--- config.mk ---
export PLATFORM = sky130hd
export DESIGN_NAME = mips_multicycle_control
export DESIGN_NICKNAME = d
export VERILOG_FILES = /design/src/rtl/mips_multicycle_control.sv
export SDC_FILE = /design/constraint.sdc
export NUM_CORES = 1
export LEC_CHECK = 0
export CORE_MARGIN = 2
export CORE_UTILIZATION = 50
export CTS_CLUSTER_DIAMETER = 60
export DETAILED_ROUTE_END_ITERATION = 6
export PLACE_DENSITY = 0.85
export SLEW_MARGIN = 0
export SYNTH_ARGS = -nofsm -noshare
export SYNTH_HDL_FRONTEND = slang
export SYNTH_SLANG_ARGS = --single-unit
--- constraint.sdc ---
create_clock -name clk -period 5.62 [get_ports clk]
set_input_delay 0.562 -clock clk [delete_from_list [all_inputs] [get_ports clk]]
set_output_delay 0.562 -clock clk [all_outputs]
set_load 0.02 [all_outputs]
--- src/rtl/mips_multicycle_control.sv ---
// Multicycle MIPS control sequencer: steps fetch/decode/execute/mem/writeback,
// decodes opcode/funct, resolves BEQ on zero and traps on illegal ops or overflow.
module mips_multicycle_control (
   input  logic        clk,
   input  logic        rst_n,
   input  logic [5:0]  opcode,
   input  logic [5:0]  funct,
   input  logic        zero,
   input  logic        ovf,
   input  logic        mem_ready,
   output logic        mem_req,
   output logic        mem_we,
   output logic        iord,
   output logic        ir_we,
   output logic        pc_we,
   output logic [1:0]  pc_src,
   output logic        reg_we,
   output logic        reg_dst,
   output logic        mem_to_reg,
   output logic        alu_src_a,
   output logic [1:0]  alu_src_b,
   output logic [2:0]  alu_ctl,
   output logic        trap,
   output logic [3:0]  state,
   output logic [31:0] retired
);

   typedef enum logic [3:0] {
      S_FETCH  = 4'd0,  S_DECODE = 4'd1,  S_MEMADR = 4'd2,  S_MEMRD  = 4'd3,
      S_MEMWB  = 4'd4,  S_MEMWR  = 4'd5,  S_RTEXEC = 4'd6,  S_RTWB   = 4'd7,
      S_BEQEX  = 4'd8,  S_JEX    = 4'd9,  S_ADDIEX = 4'd10, S_ADDIWB = 4'd11,
      S_TRAP   = 4'd12
   } state_e;

   localparam logic [2:0] ALU_ADD = 3'd0, ALU_SUB = 3'd1, ALU_XOR = 3'd2,
                          ALU_SLT = 3'd3, ALU_AND = 3'd4, ALU_NOR = 3'd6,
                          ALU_OR  = 3'd7;

   state_e      state_q, state_d;
   logic        trap_q, trap_d;
   logic [31:0] retired_q, retired_d;

   logic [2:0]  rt_alu;
   logic        funct_ok;
   logic        funct_arith;

   always_comb begin
      rt_alu   = ALU_ADD;
      funct_ok = 1'b1;
      case (funct)
         6'h20:   rt_alu = ALU_ADD;
         6'h22:   rt_alu = ALU_SUB;
         6'h24:   rt_alu = ALU_AND;
         6'h25:   rt_alu = ALU_OR;
         6'h26:   rt_alu = ALU_XOR;
         6'h27:   rt_alu = ALU_NOR;
         6'h2A:   rt_alu = ALU_SLT;
         default: funct_ok = 1'b0;
      endcase
   end

   // Only signed add/sub can trap; logic ops and SLT ignore the ALU ovf flag.
   assign funct_arith = (funct == 6'h20) || (funct == 6'h22);

   always_comb begin
      state_d = state_q;
      case (state_q)
         S_FETCH:  if (mem_ready) state_d = S_DECODE;
         S_DECODE: begin
            case (opcode)
               6'h00:         state_d = funct_ok ? S_RTEXEC : S_TRAP;
               6'h23, 6'h2B:  state_d = S_MEMADR;
               6'h04:         state_d = S_BEQEX;
               6'h02:         state_d = S_JEX;
               6'h08:         state_d = S_ADDIEX;
               default:       state_d = S_TRAP;
            endcase
         end
         S_MEMADR: state_d = (opcode == 6'h23) ? S_MEMRD :
                             (opcode == 6'h2B) ? S_MEMWR : S_TRAP;
         S_MEMRD:  if (mem_ready) state_d = S_MEMWB;
         S_MEMWB:  state_d = S_FETCH;
         S_MEMWR:  if (mem_ready) state_d = S_FETCH;
         S_RTEXEC: state_d = (ovf && funct_arith) ? S_TRAP : S_RTWB;
         S_RTWB:   state_d = S_FETCH;
         S_BEQEX:  state_d = S_FETCH;
         S_JEX:    state_d = S_FETCH;
         S_ADDIEX: state_d = ovf ? S_TRAP : S_ADDIWB;
         S_ADDIWB: state_d = S_FETCH;
         S_TRAP:   state_d = S_TRAP;
         default:  state_d = S_TRAP;
      endcase
   end

   // Any entry into FETCH from another state is an instruction completing.
   assign trap_d    = trap_q | (state_d == S_TRAP);
   assign retired_d = ((state_d == S_FETCH) && (state_q != S_FETCH)) ?
                      retired_q + 32'd1 : retired_q;

   always_ff @(posedge clk) begin
      if (!rst_n) begin
         state_q   <= S_FETCH;
         trap_q    <= 1'b0;
         retired_q <= '0;
      end else begin
         state_q   <= state_d;
         trap_q    <= trap_d;
         retired_q <= retired_d;
      end
   end

   logic mem_req_s, mem_we_s, ir_we_s, pc_we_s, reg_we_s;

   always_comb begin
      mem_req_s  = 1'b0;
      mem_we_s   = 1'b0;
      iord       = 1'b0;
      ir_we_s    = 1'b0;
      pc_we_s    = 1'b0;
      pc_src     = 2'b00;
      reg_we_s   = 1'b0;
      reg_dst    = 1'b0;
      mem_to_reg = 1'b0;
      alu_src_a  = 1'b0;
      alu_src_b  = 2'b00;
      alu_ctl    = ALU_ADD;
      case (state_q)
         S_FETCH: begin
            mem_req_s = 1'b1;
            alu_src_b = 2'b01;
            ir_we_s   = mem_ready;
            pc_we_s   = mem_ready;
         end
         S_DECODE: alu_src_b = 2'b11;
         S_MEMADR: begin
            alu_src_a = 1'b1;
            alu_src_b = 2'b10;
         end
         S_MEMRD: begin
            mem_req_s = 1'b1;
            iord      = 1'b1;
         end
         S_MEMWB: begin
            reg_we_s   = 1'b1;
            mem_to_reg = 1'b1;
         end
         S_MEMWR: begin
            mem_req_s = 1'b1;
            mem_we_s  = 1'b1;
            iord      = 1'b1;
         end
         S_RTEXEC: begin
            alu_src_a = 1'b1;
            alu_ctl   = rt_alu;
         end
         S_RTWB: begin
            reg_we_s = 1'b1;
            reg_dst  = 1'b1;
            alu_ctl  = rt_alu;
         end
         S_BEQEX: begin
            alu_src_a = 1'b1;
            alu_ctl   = ALU_SUB;
            pc_src    = 2'b01;
            pc_we_s   = zero;
         end
         S_JEX: begin
            pc_src  = 2'b10;
            pc_we_s = 1'b1;
         end
         S_ADDIEX: begin
            alu_src_a = 1'b1;
            alu_src_b = 2'b10;
         end
         S_ADDIWB: reg_we_s = 1'b1;
         default: ;
      endcase
   end

   // Reset gates strobes combinationally so an in-flight access dies immediately.
   assign mem_req = mem_req_s & rst_n;
   assign mem_we  = mem_we_s  & rst_n;
   assign ir_we   = ir_we_s   & rst_n;
   assign pc_we   = pc_we_s   & rst_n;
   assign reg_we  = reg_we_s  & rst_n;
   assign trap    = trap_q;
   assign state   = state_q;
   assign retired = retired_q;

endmodule
---- Word-level counts from Yosys, hierarchy flattened ----
Index checks and enable logic that the tools add are counted.
W data, S select, Z words.
operators by class
  divide/modulo/power cells ............... 0
  reductions and logical operators ........ 16
  $add $sub $neg .......................... 1
  eq/ne operators ......................... 24
  bitwise logic cells ..................... 6
  $lt $le $gt $ge ......................... 0
  mux-type cells .......................... 24
  shift-type cells ........................ 0
  multipliers ............................. 0
operators with widths
  operator                 number
  $eq A6 B6 Y1 const B     9
  $add A32 B1 Y32 const B  1
  $pmux W4 S8              1
  $mux W4                  7
  $eq A4 B4 Y1 const B     5
  $pmux W4 S5              1
  $pmux W3 S6              1
  $eq A4 B3 Y1 const B     4
  $mux W1                  9
  $eq A4 B2 Y1 const B     2
  $logic_not A4 Y1         2
  $reduce_or A2 Y1         4
  $reduce_or A7 Y1         1
  $eq A6 B2 Y1 const B     1
  $eq A6 B3 Y1 const B     1
  $eq A6 B4 Y1 const B     1
  $logic_not A6 Y1         1
  $pmux W2 S3              1
  $pmux W3 S2              1
  $reduce_or A3 Y1         2
  $and A1 B1 Y1            5
  $reduce_or A5 Y1         1
  $eq A4 B1 Y1 const B     1
  $pmux W2 S2              1
  7 further kinds          8
word-level totals
  latch bits .............................. 0
  memory bits (writable) .................. 0
  register bits ........................... 37
  output and inout port bits .............. 53
  logic and storage cells ................. 74
  memories ................................ 0
  memory bits (read-only) ................. 0
  input bits .............................. 17

---- Longest topological paths before layout ----
Gate-level depths: netlist of run 1.
  word-level depth ........................ 8
  depth in mapped cells ................... 10
  mapped depth without buffers ............ 6

---- Worst setup path before layout of run 1 ----
OpenSTA, ideal clock, no wires.
  path type ............................... register to output
  from .................................... register state_q[3] (netlist: state[3])
  to ...................................... output pc_we
  stages on the path, launching flop included .. 4
  data required time ...................... 5058 ps
  path slack .............................. 2994 ps
  arrival ................................. 2064 ps
  buffers on the path ..................... 1
  cell sequence ........................... dfxtp_1 clkbuf_1 or3_1 a2111oi_0
between the ends
  word-level cells in the longest chain between the ends .. 3
  elaborated cells on any way between the ends .. 5
  classes of those cells .................. eq/ne: 2; mux: 1; bitwise: 1; reduce/logical: 1
ends and longest elaborated chain
  item                                              line  source
  start: declaration                                39    state_e state_q, state_d;
  start signal: assignment                          106   state_q <= state_d;
  $eq A4 B4 Y1 or $logic_not A4 Y1 (tied branches)  127   case (state_q)
  $pmux W1 S3 (*)                                   127
  $and A1 B1 Y1 (*)                                 184   assign pc_we = pc_we_s & rst_n;
  end: declaration                                  15    output logic pc_we,
Every way passes the cells marked *; elsewhere a longest branch is shown, timed or not.

---- Worst setup path after layout of run 1 ----
  from .................................... input funct[3]
  to ...................................... register retired_q[23] (netlist: retired[23])
between the ends
  word-level cells in the longest chain between the ends .. 8
  elaborated cells on any way between the ends .. 17
  classes of those cells .................. eq/ne: 7; mux: 5; reduce/logical: 5
ends and longest elaborated chain
  item                                    line    source
  start: declaration                      7       input logic [5:0] funct,
  $eq A6 B6 Y1, on equally long branches  50, 63
  $reduce_or A7 Y1 (no source line)       n/a
  $mux W1                                 50      case (funct)
  $mux W4                                 71      6'h00: state_d = funct_ok ? S_RTEXEC : S_TRAP;
  $pmux W4 S5                             70      case (opcode)
  $pmux W4 S8 (*)                         67      case (state_q)
  $logic_not A4 Y1 (*)                    97      assign retired_d = ((state_d == S_FETCH) && (state_q != S_FETCH)) ?
  $logic_and A1 B1 Y1 (*)                 97
  end signal: assignment                  108     retired_q <= retired_d;
  end: declaration                        41      logic [31:0] retired_q, retired_d;
Marked as above.
A chain may end at the register's enable or synchronous reset.

==> results.tsv, run 1 <==
metric	value	unit
outcome	finished clean	
fp-row-count	25	
numCtsBuffers	5	
grt_pass1_wl	11.7	mm
num_vias	2791	
ir_drop	0.126	mV
worst_setup_path_end_kind	flip-flop	
clock_sinks	37	
post-cts-setup-buffers	0	
maxSlewHeadroom	45.4	%
yosysWarnings	0	
first_pass_iters	5	
crit_fanout	55	
grt_usage	26.1	%
critPathKind	in -> reg	
cp.arrival	3.47	ns
drcViolationCount	0	
critPathBufInv	1	
yosysSeqAreaShare	29.0	%
path_cells	clkdlybuf4s50_1 > nor4b_2 > a2bb2oi_1 > a22oi_1 > nand4_4 > or4_1 > a21oi_1	
grt_max_degree	61	
report.final.slew_viol_count	0	
wl_per_cell	15.9	µm
antenna_found_initial	0	
cts_root_buf	clkbuf_8	
area_growth	29.2	%
skew	0.00271	ns
min_path_cells	2	
setup_viol	0	
synthesis.nets	347	
timing.fmax	0.307	GHz
synth_edf_count	0	
worstPathRequired	5.83	ns
rsz0062_at_grt	no	
drtIter0Drc	151	
nNetsFinal	398	
diodes	0	
critical_path_depth	7	
p_leak	0.996	nW
fin_crit	3.26	ns
worstSetupStartpointType	primary input	
synth_seq_cells	37	
cts_hold_buf	0	
hold_class	reg -> reg	
port_buffers	69	
cap_violations	0	
io-pin-count	70	
via_per_inst	6.24	
die_height	75.4	µm
synth-main-ff-cell	dfxtp_1	
clock_latency	0.29	ns
cts-htree-levels	2	
grt_pass1_vias	2543	
die_w	75.4	µm
clock_path_buffers	2	
synth.avg_cell_area	7.75	µm²
cts.clk_slew.worst_paths	0.07	ns
utilization	68.4	%
async_reset_ff_share	0	%
p_per_area	179	mW/mm²
synth_cell_types	53	
routed_wirelength	7.13	mm
cp_slowest_stage_delay	0.67	ns
reg2reg_depth	6	
grt_overflow	0	
synthesis.area	0.00255	mm²
final_hold_viol_count	0	
ant_nets	0	
hpwlAfterDp	4.91	mm
finalSetupTns	0	ns
gp_congestion	0.836	
crit_family	simple AND/OR/NAND/NOR gates	
core_area	0.00482	mm²
whs	0.490	ns
tightestPinTransition	0.818	ns
cp_slowest_cell	or4_1	
cts_tree	built	
start_util	53.0	%
cts.repair.resized	0	
syn-instance-count	329	
dieArea	0.00569	mm²
fin_crit_sh	58.0	%
final_layout_size_suffix_gt1_share	4.21	%
-- tightest hold or removal path: cells and delay by family (launching register included) --
family / cells / cell delay [ns]
flip-flops: 1 / 0.32
AO/OA/AOI/OAI: 2 / 0.13
-- cell usage in the layout (no fill, tap or decap), types with 2 or more instances in the layout --
cell              n
nand4_1          14
a2bb2oi_1         2
nand2b_1         10
buf_4             3
o21ai_1           2
dfxtp_1          37
nand2_1          26
nor3_1           14
or3_1             3
nor4b_1           2
o31a_1            3
and2_1            2
nand3_1          15
inv_1             5
nor2_1           13
a21oi_1          40
clkbuf_8          6
o31ai_1          28
nor3b_1           4
mux2i_1           4
and3_1            8
a22oi_1           2
o21ai_0           3
or4_1            26
and4_1            3
nand4b_1          2
nor2b_1           5
clkdlybuf4s50_1  69
nor4_1            4
xnor2_1           2
-- logic make-up after synthesis --
| kind of cell | share of synthesized area (%) |
|---|---|
| AO/OA/AOI/OAI | 24.1 |
| XOR/XNOR | 0.687 |
| adder cells (fa/ha/maj) | 0.490 |
| buffers and inverters | 6.28 |
| flip-flops | 29.0 |
| multiplexers | 1.57 |
| AND/OR/NAND/NOR | 37.8 |
-- stage by stage --
stage	power [W]	area (µm²)	worst slack [ns]	std cells
after global placement	0.000402	3210	2.22	440
after detailed placement	0.000405	3210	2.09	440
after CTS	0.000592	3300	2.40	447
final	0.000590	3300	2.36	447
after floorplan	0.000366	2550	2.99	329
after global routing	0.000617	3300	2.11	447
-- layer usage --
| metal | wire [µm] | global-route usage (%) |
|---|---|---|
| met1 | 3190 | 34.2 |
| met2 | 3520 | 44.6 |
| met3 | 380 | 4.63 |
| met5 | 0 | 0 |
| met4 | 39 | 6.63 |
-- layout make-up --
| type | instances | area, µm² |
|---|---|---|
| sequential | 37 | 741 |
| fill | 429 | 1520 |
| clock buffer | 7 | 86.3 |
| tap | 67 | 83.8 |
| timing repair buffer | 72 | 713 |
| multi-input combinational | 258 | 1650 |
| inverter | 6 | 22.5 |
-- flip-flops by register name (all words and copies together), names as in the netlist --
| register | cells |
|---|---|
| trap | 1 |
| state | 4 |
| retired | 32 |
-- cell usage after synthesis, types with 2 or more instances --
master | instances | area (µm²)
and3_1 | 8 | 50.1
buf_1 | 3 | 11.3
buf_2 | 8 | 40.0
inv_1 | 5 | 18.8
nand4b_1 | 2 | 17.5
a22oi_1 | 2 | 15.0
nor3_1 | 14 | 70.1
nand4_1 | 14 | 87.6
or3_1 | 3 | 18.8
nand2b_1 | 10 | 62.6
nor2_1 | 13 | 48.8
buf_6 | 3 | 33.8
or4_1 | 26 | 195
xnor2_1 | 2 | 17.5
nor4b_1 | 2 | 17.5
and2_1 | 2 | 12.5
nor2b_1 | 5 | 31.3
dfxtp_1 | 37 | 741
nor4_1 | 4 | 25.0
nor3b_1 | 4 | 30.0
o31ai_1 | 28 | 210
nand2_1 | 26 | 97.6
a2bb2oi_1 | 2 | 17.5
nand3_1 | 15 | 75.1
mux2i_1 | 4 | 40.0
o21ai_0 | 3 | 15.0
and4_1 | 3 | 26.3
clkbuf_1 | 14 | 52.6
o31a_1 | 3 | 26.3
a21oi_1 | 40 | 200
o21ai_1 | 2 | 10.0
-- power breakdown --
part,switching [W],internal (W)
Clock,0.0000917,0.0000973
Combinational,0.0000820,0.0000456
Sequential,0.00000830,0.000265
-- final timing paths --
kind	startpoint	end	slack, ns
max	funct[3]	retired[23]	2.36
min reg2reg	retired[31]	retired[31]	0.49
max reg2reg	state[1]	retired[23]	2.59
min	retired[31]	retired[31]	0.49
Power figures use the tool's default switching activity.
==> inputs of run 2 (changes only) <==
CORE_UTILIZATION = 44   (was 50)
PLACE_DENSITY = 0.79   (was 0.85)
clock period = 2.68 ns   (was 5.62 ns; I/O delays follow)
==> run 2 against run 1 <==
Largest cell class unchanged. Critical endpoint is now retired[13]. Clock power rose by 150%. Clock skew rose by 0.0021 ns. Count of clock-buffer cells in the layout fell by 2. Global-route usage fell by 2.7 points. Via count rose by 3.4%. Worst setup slack got worse by 2.2 ns. Sequential power rose by 110%. First-iteration DRC count rose by 6.0%. Cell area rose by 7.3%. Sequential share of layout area fell by 1.5 points. Die area rose by 13%.
==> results.tsv, run 2 (synthesis results as in run 1) <==
metric	value	unit	change
grt_pass1_wl	12.3	mm	+5.2%
clockPowerShare	34.3	%	+2.3 points
gp_congestion	0.884		+5.8%
hold_class	reg -> reg		
drtIter0Drc	160		+6.0%
final_layout_size_suffix_gt1_share	10.9	%	+6.7 points
maxSlewHeadroom	53.3	%	+7.9 points
clock_sinks	37		unchanged
fp-row-count	27		+8.0%
met1Wirelength	3.32	mm	+4.4%
ant_nets	0		unchanged
crit_fanout	57		+3.6%
largest_register_ffs	32		unchanged
register_area	743	µm²	+0.34%
core_area	0.00554	mm²	+15%
top_layer	met4		
diodes	0		unchanged
outcome	finished clean		
antenna_found_initial	0		unchanged
mostFrequentLayoutCell	clkdlybuf4s50_1		
combPwrFrac	24.1	%	+2.5 points
power_frac_seq	41.6	%	-4.7 points
wl_met3	414	µm	+8.9%
grt_usage	23.5	%	-2.7 points
area_growth	38.7	%	
reg2reg_depth	7		+1
drcViolationCount	0		unchanged
grt_max_degree	58		-4.9%
crit_end	retired[13]		
skew	0.00476	ns	+0.00206 ns
start_util	46.0	%	-6.9 points
num_vias	2887		+3.4%
reg2reg_to	retired[13]		
worstSetupStartpoint	state[2]		
cts_hold_buf	0		unchanged
post-cts-setup-buffers	0		unchanged
hpwlAfterDp	5.23	mm	+6.4%
final_hold_viol_count	0		unchanged
dieArea	0.00642	mm²	+13%
routed_wirelength	7.42	mm	+4.1%
multi_input_area	0.00165	mm²	unchanged
worstSetupStartpointType	flip-flop		
p_per_area	387	mW/mm²	+120%
cts-htree-levels	2		unchanged
grt_overflow	0		unchanged
wl_per_cell	15.6	µm	-2.5%
dr_wl_met2	3.58	mm	+1.6%
worstPathRequired	2.89	ns	-2.94 ns
report.final.slew_viol_count	0		unchanged
die_w	80.1	µm	+6.3%
timing.fmax	0.402	GHz	
p_leak	1.15	nW	+16%
tightestPinTransition	0.691	ns	-0.127 ns
p_sw	0.000400	W	+120%
power.internal	0.000970	W	+140%
via_per_inst	6.05		-3.1%
port_buffers	69		unchanged
cp.arrival	2.70	ns	-0.77 ns
ir_drop	0.270	mV	+110%
fin_crit_sh	92.9	%	
worst_setup_path_end_kind	flip-flop		
clock_latency	0.29	ns	about the same
cap_violations	0		unchanged
clock_path_buffers	2		unchanged
grt_pass1_vias	2666		+4.8%
cts_tree	built		
fill_cells	507		+18%
setup_viol	0		unchanged
critPathKind	reg -> reg		
first_pass_iters	4		-1
swShare	29.2	%	-1.7 points
io-pin-count	70		unchanged
cts_root_buf	clkbuf_8		
cts.clk_slew.worst_paths	0.08	ns	about the same
layout_common_cells	clkdlybuf4s50_1, a21oi_1, dfxtp_1, o31ai_1		
nNetsFinal	423		+6.3%
reg2reg_setup_slack	0.19	ns	-2.40 ns
fin_crit	2.49	ns	
rsz0062_at_grt	no		
r2r-start	state[2]		
instances_no_fill	477		+6.7%
die_height	80.1	µm	+6.3%
cts.repair.resized	0		unchanged
numCtsBuffers	5		unchanged
placed_cells_incl_taps	470		+6.8%
power	0.00137	W	+130%
[run 2: area by class of cell]
type	count	share of cell area, %
Sequential cell	37	21.0
Tap cell	72	2.55
Inverter	6	0.636
Clock buffer	5	1.94
Clock inverter	2	0.990
Timing Repair Buffer	97	26.2
Multi-Input combinational cell	258	46.6
[run 2: layer usage]
layer / up-vias / GRT usage (%)
li1: 1431 / -
met1: 1359 / 30.3
met2: 86 / 39.7
met3: 11 / 4.94
met4: 0 / 6.10
met5: - / 0
[run 2: worst max-delay path, stage by stage, from the launching register on]
cell and delay, ns:
dfxtp_1 0.66, nor3b_1 0.15, a311oi_1 0.29, o31a_1 0.21, nand4b_1 0.16, buf_12 0.23
or4_1 0.52, a21oi_1 0.17
[run 2: worst min-delay path by stage]
stage / from / endpoint / slack, ns / cells after the start
after global routing: retired[29] / retired[29] / 0.51 / 2
final: retired[31] / retired[31] / 0.49 / 2
after detailed placement: retired[31] / retired[31] / 0.48 / 2
after CTS: retired[31] / retired[31] / 0.49 / 2
after floorplan: rst_n / retired[4] / 0.42 / 2
after global placement: retired[31] / retired[31] / 0.46 / 2
[run 2: power by group through the flow]
stage | Clock (W) | Sequential [W] | Combinational, W
6_report | 0.000470 | 0.000570 | 0.000330
3_3_place_gp | 0 | 0.000583 | 0.000323
5_1_grt | 0.000515 | 0.000572 | 0.000359
3_5_place_dp | 0 | 0.000582 | 0.000329
4_1_cts | 0.000477 | 0.000569 | 0.000329
2_1_floorplan | 0 | 0.000581 | 0.000187
[run 2: metrics by stage]
stage                     hold slack, ns  setup WS (ns)  util (%)  setup TNS (ns)  area [µm²]
after floorplan                    0.424          0.184         -               0        2550
after global placement             0.463        -0.0204      61.9          -0.127        3430
after detailed placement           0.480        -0.0602      61.9          -0.965        3430
after CTS                          0.494         0.0859      63.8               0        3530
after global routing               0.514         0.0162      63.9               0        3540
final                              0.491          0.189      63.9               0        3540
